## config.mk

```make
export PLATFORM = sky130hd
export DESIGN_NAME = riscv_lsu
export DESIGN_NICKNAME = d
export VERILOG_FILES = /design/src/rtl/riscv_lsu.sv
export SDC_FILE = /design/constraint.sdc
export NUM_CORES = 1
export LEC_CHECK = 0
export CAP_MARGIN = 20
export CORE_MARGIN = 2
export CORE_UTILIZATION = 42
export DETAILED_ROUTE_END_ITERATION = 8
export PLACE_DENSITY = 0.82
export SLEW_MARGIN = 20
export SYNTH_ARGS = -nofsm -noshare
export SYNTH_HDL_FRONTEND = slang
export SYNTH_SLANG_ARGS = --single-unit
```

## constraint.sdc

```tcl
create_clock -name clk -period 2.4 [get_ports clk]
set_input_delay 0.36 -clock clk [delete_from_list [all_inputs] [get_ports clk]]
set_output_delay 0.36 -clock clk [all_outputs]
set_load 0.05 [all_outputs]
```

## src/rtl/riscv_lsu.sv

```systemverilog
// RV32I load/store unit: one data-memory transaction per accepted request over req/gnt/rvalid.
// Optional bus-error timeout on REQ+WAIT enabled by defining LSU_TIMEOUT_EN.
module riscv_lsu #(
  parameter int unsigned TIMEOUT = 255
) (
  input  logic        clk,
  input  logic        rst,
  input  logic        Req_Valid,
  output logic        Req_Ready,
  input  logic        Mem_Read,
  input  logic        Mem_Write,
  input  logic [2:0]  Funct3,
  input  logic [31:0] Addr,
  input  logic [31:0] Store_Data,
  output logic        Dmem_Req,
  output logic        Dmem_We,
  output logic [31:0] Dmem_Addr,
  output logic [3:0]  Dmem_Be,
  output logic [31:0] Dmem_Wdata,
  input  logic        Dmem_Gnt,
  input  logic        Dmem_Rvalid,
  input  logic [31:0] Dmem_Rdata,
  output logic [31:0] Load_Data,
  output logic        Done,
  output logic        Misaligned,
  output logic        Illegal,
  output logic        Bus_Err
);

  typedef enum logic [1:0] {StIdle, StReq, StWait, StDone} state_e;

  state_e      state_q, state_d;
  logic [1:0]  off_q;
  logic [2:0]  funct3_q;
  logic        we_q;
  logic [31:0] addr_q, wdata_q, load_q;
  logic [3:0]  be_q;
  logic        illegal_q, misaligned_q, bus_err_q;

  logic        accept, is_illegal, is_misaligned, capture, abort, timeout_hit;
  logic [3:0]  be_n;
  logic [31:0] wdata_n, load_ext;
  logic [7:0]  ld_byte;
  logic [15:0] ld_half;

  assign accept = Req_Valid && (state_q == StIdle);

  // Request decode and store lane steering, evaluated on the accept cycle.
  always_comb begin
    is_illegal = (Mem_Read == Mem_Write) ||
                 (Mem_Read && (Funct3 == 3'b011 || Funct3 == 3'b110 || Funct3 == 3'b111)) ||
                 (Mem_Write && (Funct3[2] || Funct3 == 3'b011));
    is_misaligned = (Funct3[1:0] == 2'b01 && Addr[0]) ||
                    (Funct3[1:0] == 2'b10 && Addr[1:0] != 2'b00);
    be_n    = 4'b1111;
    wdata_n = Store_Data;
    if (Mem_Write) begin
      case (Funct3[1:0])
        2'b00: begin
          be_n    = 4'b0001 << Addr[1:0];
          wdata_n = {4{Store_Data[7:0]}};
        end
        2'b01: begin
          be_n    = Addr[1] ? 4'b1100 : 4'b0011;
          wdata_n = {2{Store_Data[15:0]}};
        end
        default: ;
      endcase
    end
  end

  always_comb begin
    ld_byte  = Dmem_Rdata[8*off_q +: 8];
    ld_half  = off_q[1] ? Dmem_Rdata[31:16] : Dmem_Rdata[15:0];
    load_ext = Dmem_Rdata;
    case (funct3_q)
      3'b000:  load_ext = {{24{ld_byte[7]}}, ld_byte};
      3'b100:  load_ext = {24'h0, ld_byte};
      3'b001:  load_ext = {{16{ld_half[15]}}, ld_half};
      3'b101:  load_ext = {16'h0, ld_half};
      default: ;
    endcase
  end

`ifdef LSU_TIMEOUT_EN
  logic [31:0] cnt_q;

  assign timeout_hit = (cnt_q == TIMEOUT - 1);

  always_ff @(posedge clk) begin
    if (rst || accept) begin
      cnt_q <= '0;
    end else if (state_q == StReq || state_q == StWait) begin
      cnt_q <= cnt_q + 32'd1;
    end
  end
`else
  assign timeout_hit = 1'b0;
`endif

  always_comb begin
    state_d = state_q;
    capture = 1'b0;
    abort   = 1'b0;
    case (state_q)
      StIdle: begin
        if (accept) state_d = (is_illegal || is_misaligned) ? StDone : StReq;
      end
      StReq: begin
        if (Dmem_Gnt) begin
          if (we_q) begin
            state_d = StDone;
          end else if (Dmem_Rvalid) begin
            capture = 1'b1;
            state_d = StDone;
          end else begin
            state_d = StWait;
          end
        end else if (timeout_hit) begin
          abort   = 1'b1;
          state_d = StDone;
        end
      end
      StWait: begin
        if (Dmem_Rvalid) begin
          capture = 1'b1;
          state_d = StDone;
        end else if (timeout_hit) begin
          abort   = 1'b1;
          state_d = StDone;
        end
      end
      default: state_d = StIdle;
    endcase
  end

  always_ff @(posedge clk) begin
    if (rst) begin
      state_q      <= StIdle;
      off_q        <= '0;
      funct3_q     <= '0;
      we_q         <= 1'b0;
      addr_q       <= '0;
      be_q         <= '0;
      wdata_q      <= '0;
      load_q       <= '0;
      illegal_q    <= 1'b0;
      misaligned_q <= 1'b0;
      bus_err_q    <= 1'b0;
    end else begin
      state_q <= state_d;
      if (accept) begin
        off_q        <= Addr[1:0];
        funct3_q     <= Funct3;
        we_q         <= Mem_Write;
        addr_q       <= {Addr[31:2], 2'b00};
        be_q         <= be_n;
        wdata_q      <= wdata_n;
        illegal_q    <= is_illegal;
        misaligned_q <= !is_illegal && is_misaligned;
        bus_err_q    <= 1'b0;
      end
      if (capture) load_q <= load_ext;
      if (abort) bus_err_q <= 1'b1;
    end
  end

  assign Req_Ready  = (state_q == StIdle);
  assign Dmem_Req   = (state_q == StReq);
  assign Dmem_We    = (state_q == StReq) && we_q;
  assign Dmem_Addr  = addr_q;
  assign Dmem_Be    = be_q;
  assign Dmem_Wdata = wdata_q;
  assign Load_Data  = load_q;
  assign Done       = (state_q == StDone);
  assign Illegal    = illegal_q;
  assign Misaligned = misaligned_q;
  assign Bus_Err    = bus_err_q;

endmodule

```

# Word level (Yosys, flattened, before mapping)
# Cells that the tools add are included.
dict set report word_totals {
  reg_bits 108
  output_inout_bits 107
  wordCells 65
}
dict set report op_classes {
  n_eq_ne 15
  n_shift 2
  mux 18
  reduce_logical 20
}
# op n
set ops {}
lappend ops {{$pmux W32 S4} 1}
lappend ops {{$pmux W32 S2} 1}
lappend ops {{$mux W32} 1}
lappend ops {{$shiftx A32 B6 Y8} 1}
lappend ops {{$mux W16} 1}
lappend ops {{$eq A3 B3 Y1 const B} 4}
lappend ops {{$mux W2} 4}
lappend ops {{$mux W4} 2}
lappend ops {{$pmux W4 S2} 1}
lappend ops {{$logic_and A1 B1 Y1} 7}
lappend ops {{$logic_or A1 B1 Y1} 7}
lappend ops {{$eq A2 B2 Y1 const B} 3}
lappend ops {{$pmux W2 S3} 1}
lappend ops {{$mux W1} 5}
lappend ops {{$eq A2 B1 Y1 const B} 2}
lappend ops {{$logic_not A2 Y1} 2}
lappend ops {{$ne A2 B1 Y1 const B} 2}
lappend ops {{$shl A1 B2 Y4 const A} 1}
lappend ops {{$eq A3 B1 Y1 const B} 1}
lappend ops {{$eq A3 B2 Y1 const B} 1}
lappend ops {{$logic_not A3 Y1} 1}
lappend ops {{$reduce_and A3 Y1} 1}
lappend ops {{$ne A2 B2 Y1 const B} 1}
lappend ops {{$pmux W1 S2} 1}
lappend ops {{other kinds (3)} 3}

# Longest topological paths before layout
dict set report logic_depth {
  word_depth 10
  depth_mapped 8
}

# Least setup slack after synthesis
# No wires, ideal clock.
dict set report synth_timing {
  path_kind {reg-to-reg}
  from {register state_q[0]}
  to {register addr_q[30] (netlist: Dmem_Addr[30])}
  setup_time_ns 0.070
  arrival_ns 2.001
  path_slack_ns 0.329
  stages_incl_launch_ff 9
  period_less_slack_ns 2.071
  cell_sequence {dfxtp_1 -> inv_1 -> ha_1 -> and2_1 -> clkbuf_1 -> clkbuf_1 -> clkbuf_1 -> nand2_1 -> a21oi_1}
}
dict set report synth_between {
  elab_chain_cells 2
}
# item line_no
set synth_rtl {}
lappend synth_rtl {{start, declared} 32} ;# state_e state_q, state_d;
lappend synth_rtl {{start signal, assigned} 139} ;# state_q <= StIdle;
lappend synth_rtl {{start signal, assigned} 151} ;# state_q <= state_d;
lappend synth_rtl {{$logic_not A2 Y1} n/a}
lappend synth_rtl {{net Req_Ready} 9} ;# output logic Req_Ready,
lappend synth_rtl {{$logic_and A1 B1 Y1} 46} ;# assign accept = Req_Valid && (state_q == StIdle);
lappend synth_rtl {{end signal, assigned} 156} ;# addr_q <= {Addr[31:2], 2'b00};
lappend synth_rtl {{end, declared} 36} ;# logic [31:0] addr_q, wdata_q, load_q;
# The timed path passes the listed nets, and every way through them passes these cells.
# A chain may end at the register's enable or synchronous reset.

# Worst setup path after layout
dict set report layout_timing {
  from {register state_q[1]}
  to {output Dmem_We}
}
dict set report layout_between {
  elab_chain_cells 2
}
# item line_no
set layout_rtl {}
lappend layout_rtl {{$eq A2 B1 Y1} 170} ;# assign Dmem_We = (state_q == StReq) && we_q;
lappend layout_rtl {{$logic_and A1 B1 Y1} 170}
lappend layout_rtl {{end, declared} 16} ;# output logic Dmem_We,
# Every way passes these cells.

==> results.yml <==
status:
  outcome: "finished clean"
sta:
  rsz0062_at_grt: "false"
  layout_min_cycle_time_ps: 2310
  fin_setup_tns_ps: 0
  worst_slew_pin_slew_ps: 818
  drv_slew: 0
  max_slew_margin: 0.454
  period_share: 0.963
  hold_viol_final: 0
  finalSetupViolCount: 0
  max_freq_ghz: 0.433
  fin_skew_ps: 6.95
detailed_routing:
  totalWireLength_mm: 15.9
  viasPerCell: 5.51
  dr.pass1.iters: 6
  drt-initial-drc-count: 337
  antenna_left: 0
  route.vias.total: 5141
  avgRoutedWirePerCell_um: 17.0
  drc: 0
cells_and_area:
  drive_above_1_share: 0.0643
  num-fill-cells: 915
  fin_nets: 898
  area_growth_pct: 53.2
  antenna_cells: 0
  design_area_um2: 7290
synth:
  synth_async_sr_flop_share: 0
  synth_area_leader_cell: "dfxtp_1"
  synth_area_leaders: "dfxtp_1 45%, nand2_1 12%, a21oi_1 9.4%, nor2_1 4.0%, mux2i_1 3.6%"
  synth_area_per_cell_um2: 7.90
  ys_seq_elements: 108
  synthDominantCellAreaShare: 0.454
  ys_warn_count: 0
  synth_ff_type: "dfxtp_1"
  ys_seq_area_frac: 0.454
  syn_inst: 602
  synth_edf_count: 0
  ys_types: 43
  syn_area_um2: 4760
floorplan:
  fp.dieW_um: 110
  die_height_um: 110
  core_area_um2: 10900
  start_util: 0.435
  fp.dieArea_um2: 12200
  ios: 213
  rows: 38
power_and_ir_drop:
  p_per_area_nw_per_um2: 1010
  max-vdd-ir-drop_v: 0.000558
  power_leakage_uw: 0.00259
cts:
  post_cts_buffers: 0
  cts_tree: "yes"
  root_buffer: "clkbuf_16"
  ctsLongestPathBuffers: 2
  cts-htree-levels: 3
  cts_made_buffers: 9
  ctsHoldBuffers: 0
  ctsResizeCount: 0
  clkSlewWorstSetupHoldPaths_ps: 80
  clk_latency_ps: 340
  cts.sinks: 108
placed_design:
  gp_congestion: 0.985
  place_hpwl_mm: 11.9
  io_buffers: 209
  place_area_um2: 6990
flow_run:
  cap_violations: 0
global_routing:
  grtUsageTotal: 0.256
  antenna_found_initial: 0
  grt_pass1_wl_mm: 25.6
  first_global_vias: 5069
  grt_overflow: 0
  grt_max_degree: 56
worst_setup_path:
  cp-end-kind: "output port"
  crit_type: "reg2out"
  crit_arrival_ps: 1950
  worstPathRequired_ps: 2040
  crit_fanout: 5
  crit_path_start_kind: "flip-flop"
hold_path:
  hold_path.class: "in2reg"
## stage by stage
stage	worst slack (ps)	hold slack, ps	instances	utilization	power (µW)
after global placement	167	437	917	0.639	5740
after floorplan	329	450	604	-	4610
final	89.6	422	933	0.667	7330
after CTS	70.6	419	933	0.667	7360
after global routing	13.0	442	933	0.667	7710
after detailed placement	85.8	447	917	0.639	5820
## registers in the layout, indices dropped and copies added (netlist names)
signal / count
Dmem_Wdata: 32
Load_Data: 32
Dmem_Addr: 30
Dmem_Be: 4
funct3_q: 3
off_q: 2
state_q: 2
Illegal: 1
Misaligned: 1
we_q: 1
## cell usage after synthesis, types with 2 or more instances
library cell,instances
o22ai_1,9
a21oi_1,89
o41ai_1,2
a311oi_1,2
nor2b_1,3
dfxtp_1,108
clkbuf_1,40
a211oi_1,18
o221ai_1,13
nor2_1,51
a31oi_1,5
nand2b_1,2
ha_1,4
buf_4,4
nand3b_1,3
o211ai_1,17
mux2i_1,17
inv_1,8
a211oi_2,10
and3_1,2
nor3_1,6
nand2_1,155
buf_2,3
and2_1,2
o21ai_0,8
buf_1,4
## layer usage
| layer | track usage | routed length [µm] |
|---|---|---|
| met2 | 0.436 | 7700 |
| met3 | 0.107 | 1890 |
| met1 | 0.290 | 5930 |
| met4 | 0.0867 | 367 |
| met5 | 0 | 0 |
## layout by cell type (no fill, tap or decap), types with 5 or more instances in the layout
cell,n
clkdlybuf4s50_1,208
nand2_1,154
dfxtp_1,108
a21oi_1,89
nor2_1,51
a211oi_1,18
mux2i_1,17
o211ai_1,17
o221ai_1,13
buf_4,13
a211oi_2,10
o22ai_1,9
clkbuf_16,9
inv_1,8
o21ai_0,8
nor3_1,6
a31oi_1,5
## critical path, cell delays in order (launching register included)
cell and delay [ps]:
dfxtp_1 350, inv_1 90, ha_1 230, and2_1 150
clkdlybuf4s50_1 790
## cell families after synthesis
kind of cell / after synthesis / share of synthesized area
AND/OR/NAND/NOR: 229 / 0.194
AO/OA/AOI/OAI: 182 / 0.250
flip-flops: 108 / 0.454
buffers and inverters: 60 / 0.0529
multiplexers: 18 / 0.0381
adder cells (fa/ha/maj): 4 / 0.0105
other: 1 / 0.000788
## report_power, final
part | switching [µW] | internal, µW | leakage (µW)
sequential | 215 | 2120 | 0.000883
combinational | 2250 | 1200 | 0.00156
clock | 707 | 829 | 0.000153
## final cells by class
| class | count | area, µm² | area share |
|---|---|---|---|
| Tap cell | 140 | 175 | 0.0240 |
| Inverter | 8 | 30.0 | 0.00412 |
| Clock buffer | 9 | 225 | 0.0309 |
| Timing Repair Buffer | 225 | 2260 | 0.310 |
| Sequential cell | 108 | 2160 | 0.296 |
| Multi-Input combinational cell | 436 | 2360 | 0.323 |
| Clock inverter | 7 | 81.3 | 0.0112 |
## final timing paths
check,start,endpoint,slack (ps),cells past startpoint
worst min register to register,Dmem_Wdata[27],Dmem_Wdata[27],450,2
worst max register to register,state_q[1],Load_Data[18],330,6
worst max-delay path,state_q[1],Dmem_We,90,4
worst min-delay path,rst,Load_Data[4],420,2
No activity file was read; power rests on OpenSTA's default activity.
